### src/rtl/shifter8_seq_ctrl_if.sv
// Command/result bundle for the 8-bit shifter sequencer.
// The master side issues commands; the slave side is the sequencer.
interface shifter8_seq_ctrl_if #(
    parameter int WIDTH = 8,
    parameter int AMT_W = 3
);
    logic             start;
    logic [1:0]       op;
    logic [AMT_W-1:0] amt;
    logic [WIDTH-1:0] d_in;
    logic [WIDTH-1:0] q;
    logic             busy;
    logic             done;

    modport master (
        output start, op, amt, d_in,
        input  q, busy, done
    );

    modport slave (
        input  start, op, amt, d_in,
        output q, busy, done
    );
endinterface

### src/rtl/shifter8_seq_ctrl.sv
// Sequencing controller for the 8-bit shifter: one bit per clock.
// Define SHIFTER8_ROTATE_EN to make op 11 a rotate-right (else LSR).
module shifter8_seq_ctrl #(
    parameter int WIDTH = 8,
    parameter int AMT_W = 3
) (
    input logic clk,
    input logic reset,
    shifter8_seq_ctrl_if.slave bus
);
    typedef enum logic [1:0] {
        IDLE  = 2'd0,
        SHIFT = 2'd1,
        DONE  = 2'd2
    } state_t;

    state_t           state;
    state_t           state_next;
    logic [WIDTH-1:0] q_r;
    logic [WIDTH-1:0] shifted;
    logic [AMT_W-1:0] count;
    logic [1:0]       op_r;
    logic             accept;
    logic             step;

    assign accept = (state == IDLE) && bus.start;
    assign step   = (state == SHIFT) && (count != '0);
    assign bus.q  = q_r;

    // State register; reset aborts any command in flight.
    always_ff @(posedge clk) begin
        if (reset) begin
            state <= IDLE;
        end else begin
            state <= state_next;
        end
    end

    // Next state and state-decoded handshake outputs.
    always_comb begin
        state_next = state;
        bus.busy   = 1'b0;
        bus.done   = 1'b0;
        unique case (state)
            IDLE: begin
                if (bus.start) begin
                    state_next = SHIFT;
                end
            end
            SHIFT: begin
                bus.busy = 1'b1;
                if (count == '0) begin
                    state_next = DONE;
                end
            end
            DONE: begin
                bus.busy   = 1'b1;
                bus.done   = 1'b1;
                state_next = IDLE;
            end
            default: begin
                state_next = IDLE;
            end
        endcase
    end

    // One-bit shift of the current contents for the latched operation.
    always_comb begin
        shifted = q_r;
        unique case (op_r)
            2'b00: shifted = {q_r[WIDTH-2:0], 1'b0};
            2'b01: shifted = {1'b0, q_r[WIDTH-1:1]};
            2'b10: shifted = {q_r[WIDTH-1], q_r[WIDTH-1:1]};
`ifdef SHIFTER8_ROTATE_EN
            2'b11: shifted = {q_r[0], q_r[WIDTH-1:1]};
`else
            2'b11: shifted = {1'b0, q_r[WIDTH-1:1]};
`endif
            default: shifted = q_r;
        endcase
    end

    // Datapath: capture the command on accept, then consume the count.
    always_ff @(posedge clk) begin
        if (reset) begin
            q_r   <= '0;
            count <= '0;
            op_r  <= 2'b00;
        end else if (accept) begin
            q_r   <= bus.d_in;
            count <= bus.amt;
            op_r  <= bus.op;
        end else if (step) begin
            q_r   <= shifted;
            count <= count - 1'b1;
        end
    end
endmodule
### src/flat_wrapper.sv
// flat-port wrapper written by rule: the top's interface ports become plain ports
module shifter8_seq_ctrl_flat 
#(
    parameter int WIDTH = 8,
    parameter int AMT_W = 3
)
  (clk, reset, bus_start, bus_op, bus_amt, bus_d_in, bus_q, bus_busy, bus_done);
  shifter8_seq_ctrl_if #(.WIDTH(WIDTH), .AMT_W(AMT_W)) bus_i ();
  input logic clk;
  input logic reset;
  input wire logic [$bits(bus_i.start)-1:0] bus_start;
  input wire logic [$bits(bus_i.op)-1:0] bus_op;
  input wire logic [$bits(bus_i.amt)-1:0] bus_amt;
  input wire logic [$bits(bus_i.d_in)-1:0] bus_d_in;
  output wire logic [$bits(bus_i.q)-1:0] bus_q;
  output wire logic [$bits(bus_i.busy)-1:0] bus_busy;
  output wire logic [$bits(bus_i.done)-1:0] bus_done;
  assign bus_i.start = bus_start;
  assign bus_i.op = bus_op;
  assign bus_i.amt = bus_amt;
  assign bus_i.d_in = bus_d_in;
  assign bus_q = bus_i.q;
  assign bus_busy = bus_i.busy;
  assign bus_done = bus_i.done;
  shifter8_seq_ctrl #(.WIDTH(WIDTH), .AMT_W(AMT_W)) u_core (.clk(clk), .reset(reset), .bus(bus_i));
endmodule
### config.mk
export PLATFORM = sky130hd
export DESIGN_NAME = shifter8_seq_ctrl_flat
export DESIGN_NICKNAME = d
export VERILOG_FILES = /design/src/rtl/shifter8_seq_ctrl_if.sv /design/src/rtl/shifter8_seq_ctrl.sv /design/src/flat_wrapper.sv
export SDC_FILE = /design/constraint.sdc
export NUM_CORES = 1
export LEC_CHECK = 0
export CORE_UTILIZATION = 40
export DETAILED_ROUTE_END_ITERATION = 8
export PLACE_DENSITY = 0.75
export SLEW_MARGIN = 10
export SYNTH_ARGS = -nofsm -noshare
export SYNTH_HDL_FRONTEND = slang
export SYNTH_SLANG_ARGS = --single-unit
### constraint.sdc
create_clock -name clk -period 4 [get_ports clk]
set_input_delay 0.8 -clock clk [delete_from_list [all_inputs] [get_ports clk]]
set_output_delay 0.8 -clock clk [all_outputs]
set_load 0.01 [all_outputs]
==> impl_metrics.toml, run 1 <==
[status]
outcome = "completed"

[clocking]
post_cts_buffers = 0
cts_made_buffers = 3
ctsResizeCount = 0
htreeDepth = 1
cts_sinks = 15
insertion_delay_ns = 0.29
clockBufferDepth = 2
clk_pin_slew_worst_paths_ns = 0.10
cts_tree = "yes"
postCtsHoldBufs = 0
root_buffer = "clkbuf_4"

[cells_and_area]
diodes = 0
final.fill_count = 191
areaGrowthSynthToFinish_pct = 30.8
finish.utilization = 0.568
final_layout_size_suffix_gt1_frac = 0.0556
fin_area_mm2 = 0.00115
layout.nets = 149
instances_no_fill = 153

[pwr]
ir_worst_vdd_mv = 0.324
p_clk_frac = 0.122
power.switching_mw = 0.300
sw_frac_of_total = 0.411
finalPower_mw = 0.730
p_leak_nw = 0.408
cellPowerDensity_mw_per_mm2 = 635
p_int_mw = 0.430
seqPwrFrac = 0.346
comb_power_share = 0.532

[worst_hold_path]
whs_endpoint = "u_core.count[0]"
hp-class = "reg2reg"
worstHoldPathCells = 2
min_from = "u_core.count[0]"

[die]
die_w_um = 48.9
core_mm2 = 0.00202
initial_core_util = 0.434
die_area_mm2 = 0.00239
pin_count = 26
std_cell_rows = 16
chipHeight_um = 48.9

[routing]
drt_iter0_markers = 16
antenna_left = 0
wl_per_cell_um = 13.0
highest_layer = "met4"
m1WireLength_um = 961
via_count = 819
wl_met3_um = 75
drt_first_pass_iters = 4
wl_mm = 2.00
drc_errors = 0
drt-vias-per-instance = 5.35
wl_met2_um = 945

[timing]
max_freq_mhz = 426
slew_viol_final = 0
fin_setup_tns_ns = 0
max-slew-margin-rel = 0.667
hold_viol_final = 0
finalSetupViolCount = 0
rsz0062_at_grt = "no"
tightest_slew_ns = 0.498
period_needed_ns = 2.35
fin_crit_sh = 0.586
skew_ns = 0.0118
fin_hold_ws_ns = 0.498
fin_ws_ns = 1.65

[worst_setup_path]
arrival_ns = 1.55
r2r_start = "u_core.count[0]"
required_ns = 3.20
worstRegToRegCells = 6
r2r_slack_ns = 2.29
path_max_fanout = 3
timing.rr.end = "u_core.bus.q[2]"
cp-end-kind = "primary output"
cp-start-kind = "flop"
criticalPathCategory = "reg2out"

[placement]
dp.cells = 149
place_area_mm2 = 0.00112
dp_hpwl_mm = 1.46
place_ws_ns = 1.77
gp_congestion = 0.783
port_buffers = 25

[global_route]
grt_usage = 0.172
grt_pass1_wl_mm = 3.20
grt_pass1_vias = 707
grt_max_degree = 18
overflow = 0
grt_antenna_before_repair = 0

[yosys]
syn_area_per_cell_um2 = 8.53
synth_top_area_cell = "dfxtp_1"
yosysUniqueCellTypes = 25
synthCells = 103
yosysWarnings = 0
synth_area_leaders = "dfxtp_1, ha_1, nand2b_1"
synth_seq_area_share = 0.342
synth_top_area_frac = 0.342
syn_area_um2 = 878
synth_nets = 125
synth_seq_cells = 15

[flow_run]
maxCapViolations = 0
## worst max-delay path by stage
| stage | startpoint | depth (start not counted) | to | slack, ns |
|---|---|---|---|---|
| after global placement | bus_start | 4 | u_core.bus.q[5] | 1.79 |
| after global routing | u_core.state[0] | 3 | bus_busy | 1.57 |
| after detailed placement | reset | 3 | u_core.bus.q[5] | 1.77 |
| after CTS | u_core.state[0] | 3 | bus_busy | 1.64 |
| final | u_core.state[0] | 3 | bus_busy | 1.65 |
| after floorplan | u_core.state[0] | 2 | bus_busy | 2.49 |
## cell type report
type                       count  area [um^2]  area share
clock buffer                   3         22.5      0.0196
clock inverter                 1         5.00     0.00436
inverter                       5         18.8      0.0163
multi-input combinational     77          518       0.451
sequential                    15          300       0.261
tap                           27         33.8      0.0294
timing repair buffer          25          250       0.218
## layout by cell type (no fill, tap or decap), types with 2 or more instances in the layout
master,instances
nand2b_1,9
a311oi_1,3
nand3b_1,3
o32ai_1,6
nor2_1,10
a21oi_1,6
nand2_1,7
clkbuf_4,3
o211ai_1,2
inv_1,5
dfxtp_1,15
ha_1,6
nand3_1,5
a211oi_1,6
o21a_1,6
clkdlybuf4s50_1,25
## layer usage
metal  global-route usage  vias up
met3               0.0467        2
met2                0.280       18
met4               0.0588        0
met1                0.218      380
met5                    0        -
li1                     -      419
## power by group through the flow
stage	Clock, mW	Sequential, mW	Combinational, mW
final	0.0888	0.253	0.388
after CTS	0.0931	0.253	0.389
after global routing	0.0970	0.262	0.428
after detailed placement	0	0.257	0.386
after global placement	0	0.256	0.377
after floorplan	0	0.251	0.260
## flip-flops by register name, indices dropped and copies added, names as in the netlist
| register | cells |
|---|---|
| u_core.count | 3 |
| u_core.state | 2 |
| u_core.bus.q | 8 |
| u_core.op_r | 2 |
## cells by family (layout without fill, tap and decap cells)
family                   Yosys count  in the layout  share of synthesized area
AND/OR/NAND/NOR                   40             40                      0.246
AO/OA/AOI/OAI                     31             31                      0.258
flip-flops                        15             15                      0.342
buffers and inverters             11             34                     0.0684
adder cells (fa/ha/maj)            6              6                     0.0855
## synth_stat cells, drive strengths merged
master    n
nand2     8
nor2     11
o211ai    2
nor3      1
o32ai     6
dfxtp    15
ha        6
a21oi     6
a211oi    6
nand3     5
inv       5
o21a      6
o21ai     1
a21o      1
a311oi    3
clkbuf    1
nand2b    9
nand4bb   1
buf       5
and2b     1
nor2b     1
nand3b    3
## critical path, stage by stage (launching register included)
cell and delay, ns:
dfxtp_1 0.37, inv_1 0.08, ha_1 0.27, clkdlybuf4s50_1 0.52
Note: power is estimated with default switching activity, not from simulation.
==> run 2, diff against run 1 <==
--- a/config.mk
+++ b/config.mk
@@ -7,7 +7,7 @@
 export LEC_CHECK = 0
 export CORE_UTILIZATION = 40
 export DETAILED_ROUTE_END_ITERATION = 8
-export PLACE_DENSITY = 0.75
+export PLACE_DENSITY = 0.77
 export SLEW_MARGIN = 10
 export SYNTH_ARGS = -nofsm -noshare
 export SYNTH_HDL_FRONTEND = slang
==> constraint.sdc (replaced) <==
create_clock -name clk -period 2.1 [get_ports clk]
set_input_delay 0.42 -clock clk [delete_from_list [all_inputs] [get_ports clk]]
set_output_delay 0.42 -clock clk [all_outputs]
set_load 0.01 [all_outputs]
==> run 2 against run 1 <==
  * Register-to-register slack lost 1.9 ns
  * Critical path type unchanged
  * Largest cell class unchanged
  * Die area unchanged
  * First-iteration DRC count down 19%
  * Combinational power grew 96%
  * Sequential share of layout area fell by 0.34 points
  * Non-clock buffer count rose by 2
  * Sequential cell count is the same
  * Power increased by 96%
  * Final cell count up 1.3%
==> impl_metrics.toml, run 2 (synthesis results as in run 1) <==
[status]
outcome = "completed"

[cells_and_area]
mostFrequentLayoutCells = "clkdlybuf4s50_1, dfxtp_1, nor2_1, nand2b_1, nand2_1"
diodes = 0
areaGrowthSynthToFinish_pct = 32.5
final.fill_count = 190
seqCellArea_um2 = 300
final_layout_size_suffix_gt1_frac = 0.0703
multi_input_area_um2 = 518
largest_reg_flops = 8
layout_commonest_cell = "clkdlybuf4s50_1"
layout.nets = 151
fin_area_mm2 = 0.00116

[timing]
max_freq_mhz = 500
hold_viol_final = 0
rsz0062_at_grt = "no"
period_needed_ns = 2.00
finalSetupViolCount = 0
slew_viol_final = 0
skew_ns = 0.00449
max-slew-margin-rel = 0.733
fin_setup_tns_ns = 0
fin_crit_sh = 0.953
tightest_slew_ns = 0.400

[worst_setup_path]
crit_chain = "inv_1, ha_1, clkdlybuf4s50_1"
arrival_ns = 1.58
required_ns = 1.68
r2r_slack_ns = 0.43
r2r_start = "u_core.count[0]"
cp-end-kind = "primary output"
criticalPathCategory = "reg2out"
timing.rr.end = "u_core.bus.q[5]"
critPathMaxStageDelay_ns = 0.53
cp_slowest_cell = "clkdlybuf4s50_1"
worstRegToRegCells = 6
path_max_fanout = 3
cp-start-kind = "flop"

[pwr]
comb_power_share = 0.532
ir_worst_vdd_mv = 0.570
seqPwrFrac = 0.340
sw_frac_of_total = 0.419
p_clk_frac = 0.128
p_leak_nw = 0.417
power.switching_mw = 0.598
p_int_mw = 0.830
cellPowerDensity_mw_per_mm2 = 1230

[global_route]
grt_pass1_wl_mm = 3.48
grt_util_met1 = 0.260
grt.busiest_layer = "met2"
grt_pass1_vias = 751
grtUsageMet3 = 0.0374
grt_usage = 0.190
use_met2 = 0.275
grt_max_degree = 13
grt_antenna_before_repair = 0
overflow = 0

[clocking]
post_cts_buffers = 0
cts_sinks = 15
clockBufferDepth = 2
insertion_delay_ns = 0.30
ctsResizeCount = 0
htreeDepth = 1
cts_made_buffers = 3
clk_pin_slew_worst_paths_ns = 0.10
postCtsHoldBufs = 0
cts_tree = "yes"
root_buffer = "clkbuf_4"

[die]
initial_core_util = 0.434
std_cell_rows = 16
chipHeight_um = 48.9
core_mm2 = 0.00202
pin_count = 26
die_area_mm2 = 0.00239
die_w_um = 48.9

[placement]
dp_hpwl_mm = 1.50
gp_congestion = 0.808
place_area_mm2 = 0.00114
port_buffers = 25

[routing]
drc_errors = 0
antenna_left = 0
wl_per_cell_um = 13.8
via_count = 833
drt-vias-per-instance = 5.37
drt_iter0_markers = 13
drt_first_pass_iters = 4
wl_mm = 2.13

[worst_hold_path]
whs_endpoint = "u_core.count[0]"
hp-class = "reg2reg"
min_from = "u_core.count[0]"
worstHoldPathCells = 2

[flow_run]
maxCapViolations = 0
run 2: changes by cell type in the layout (fill, tap and decap cells not counted):
cell and delta:
buf_4 +2
run 2: critical path, delay by kind of cell (launching register included):
kind / cells / cell delay (ns)
buffers and inverters: 2 / 0.62
flip-flops: 1 / 0.38
adder cells (fa/ha/maj): 1 / 0.28
run 2: how the worst max path moves through the flow:
stage               startpoint         endpoint
2_1_floorplan  u_core.count[0]  u_core.count[0]
3_3_place_gp         bus_start  u_core.bus.q[5]
3_5_place_dp         bus_start  u_core.bus.q[6]
4_1_cts        u_core.state[1]         bus_busy
5_1_grt        u_core.state[0]         bus_busy
6_report       u_core.state[1]         bus_busy
run 2: power by group through the flow:
stage                     Sequential, mW  Combinational, mW  Clock (mW)
final                              0.485              0.761       0.183
after global routing               0.501              0.834       0.191
after CTS                          0.484              0.760       0.182
after detailed placement           0.491              0.755           0
after global placement             0.485              0.729           0
after floorplan                    0.478              0.496           0
run 2: metal layers:
layer  share of wire  up-vias
met4           0.023        0
met2            0.45       19
met3           0.031        5
li1                -      425
met1            0.50      384
met5               0        -
run 2: final cells by class:
cell class                      count  area share
Sequential cell                    15       0.258
Tap cell                           27      0.0290
Clock buffer                        3      0.0194
Inverter                            5      0.0161
Clock inverter                      1     0.00430
Timing Repair Buffer               27       0.228
Multi-Input combinational cell     77       0.445
run 2: through the flow:
stage	hold slack, ns	std cells	power (mW)	setup slack (ns)	util
after floorplan	0.455	103	0.973	0.657	-
after global placement	0.466	151	1.21	0.350	0.562
after detailed placement	0.481	151	1.25	0.279	0.562
after CTS	0.495	155	1.43	0.108	0.575
after global routing	0.511	155	1.53	0.0516	0.575
final	0.490	155	1.43	0.0985	0.575
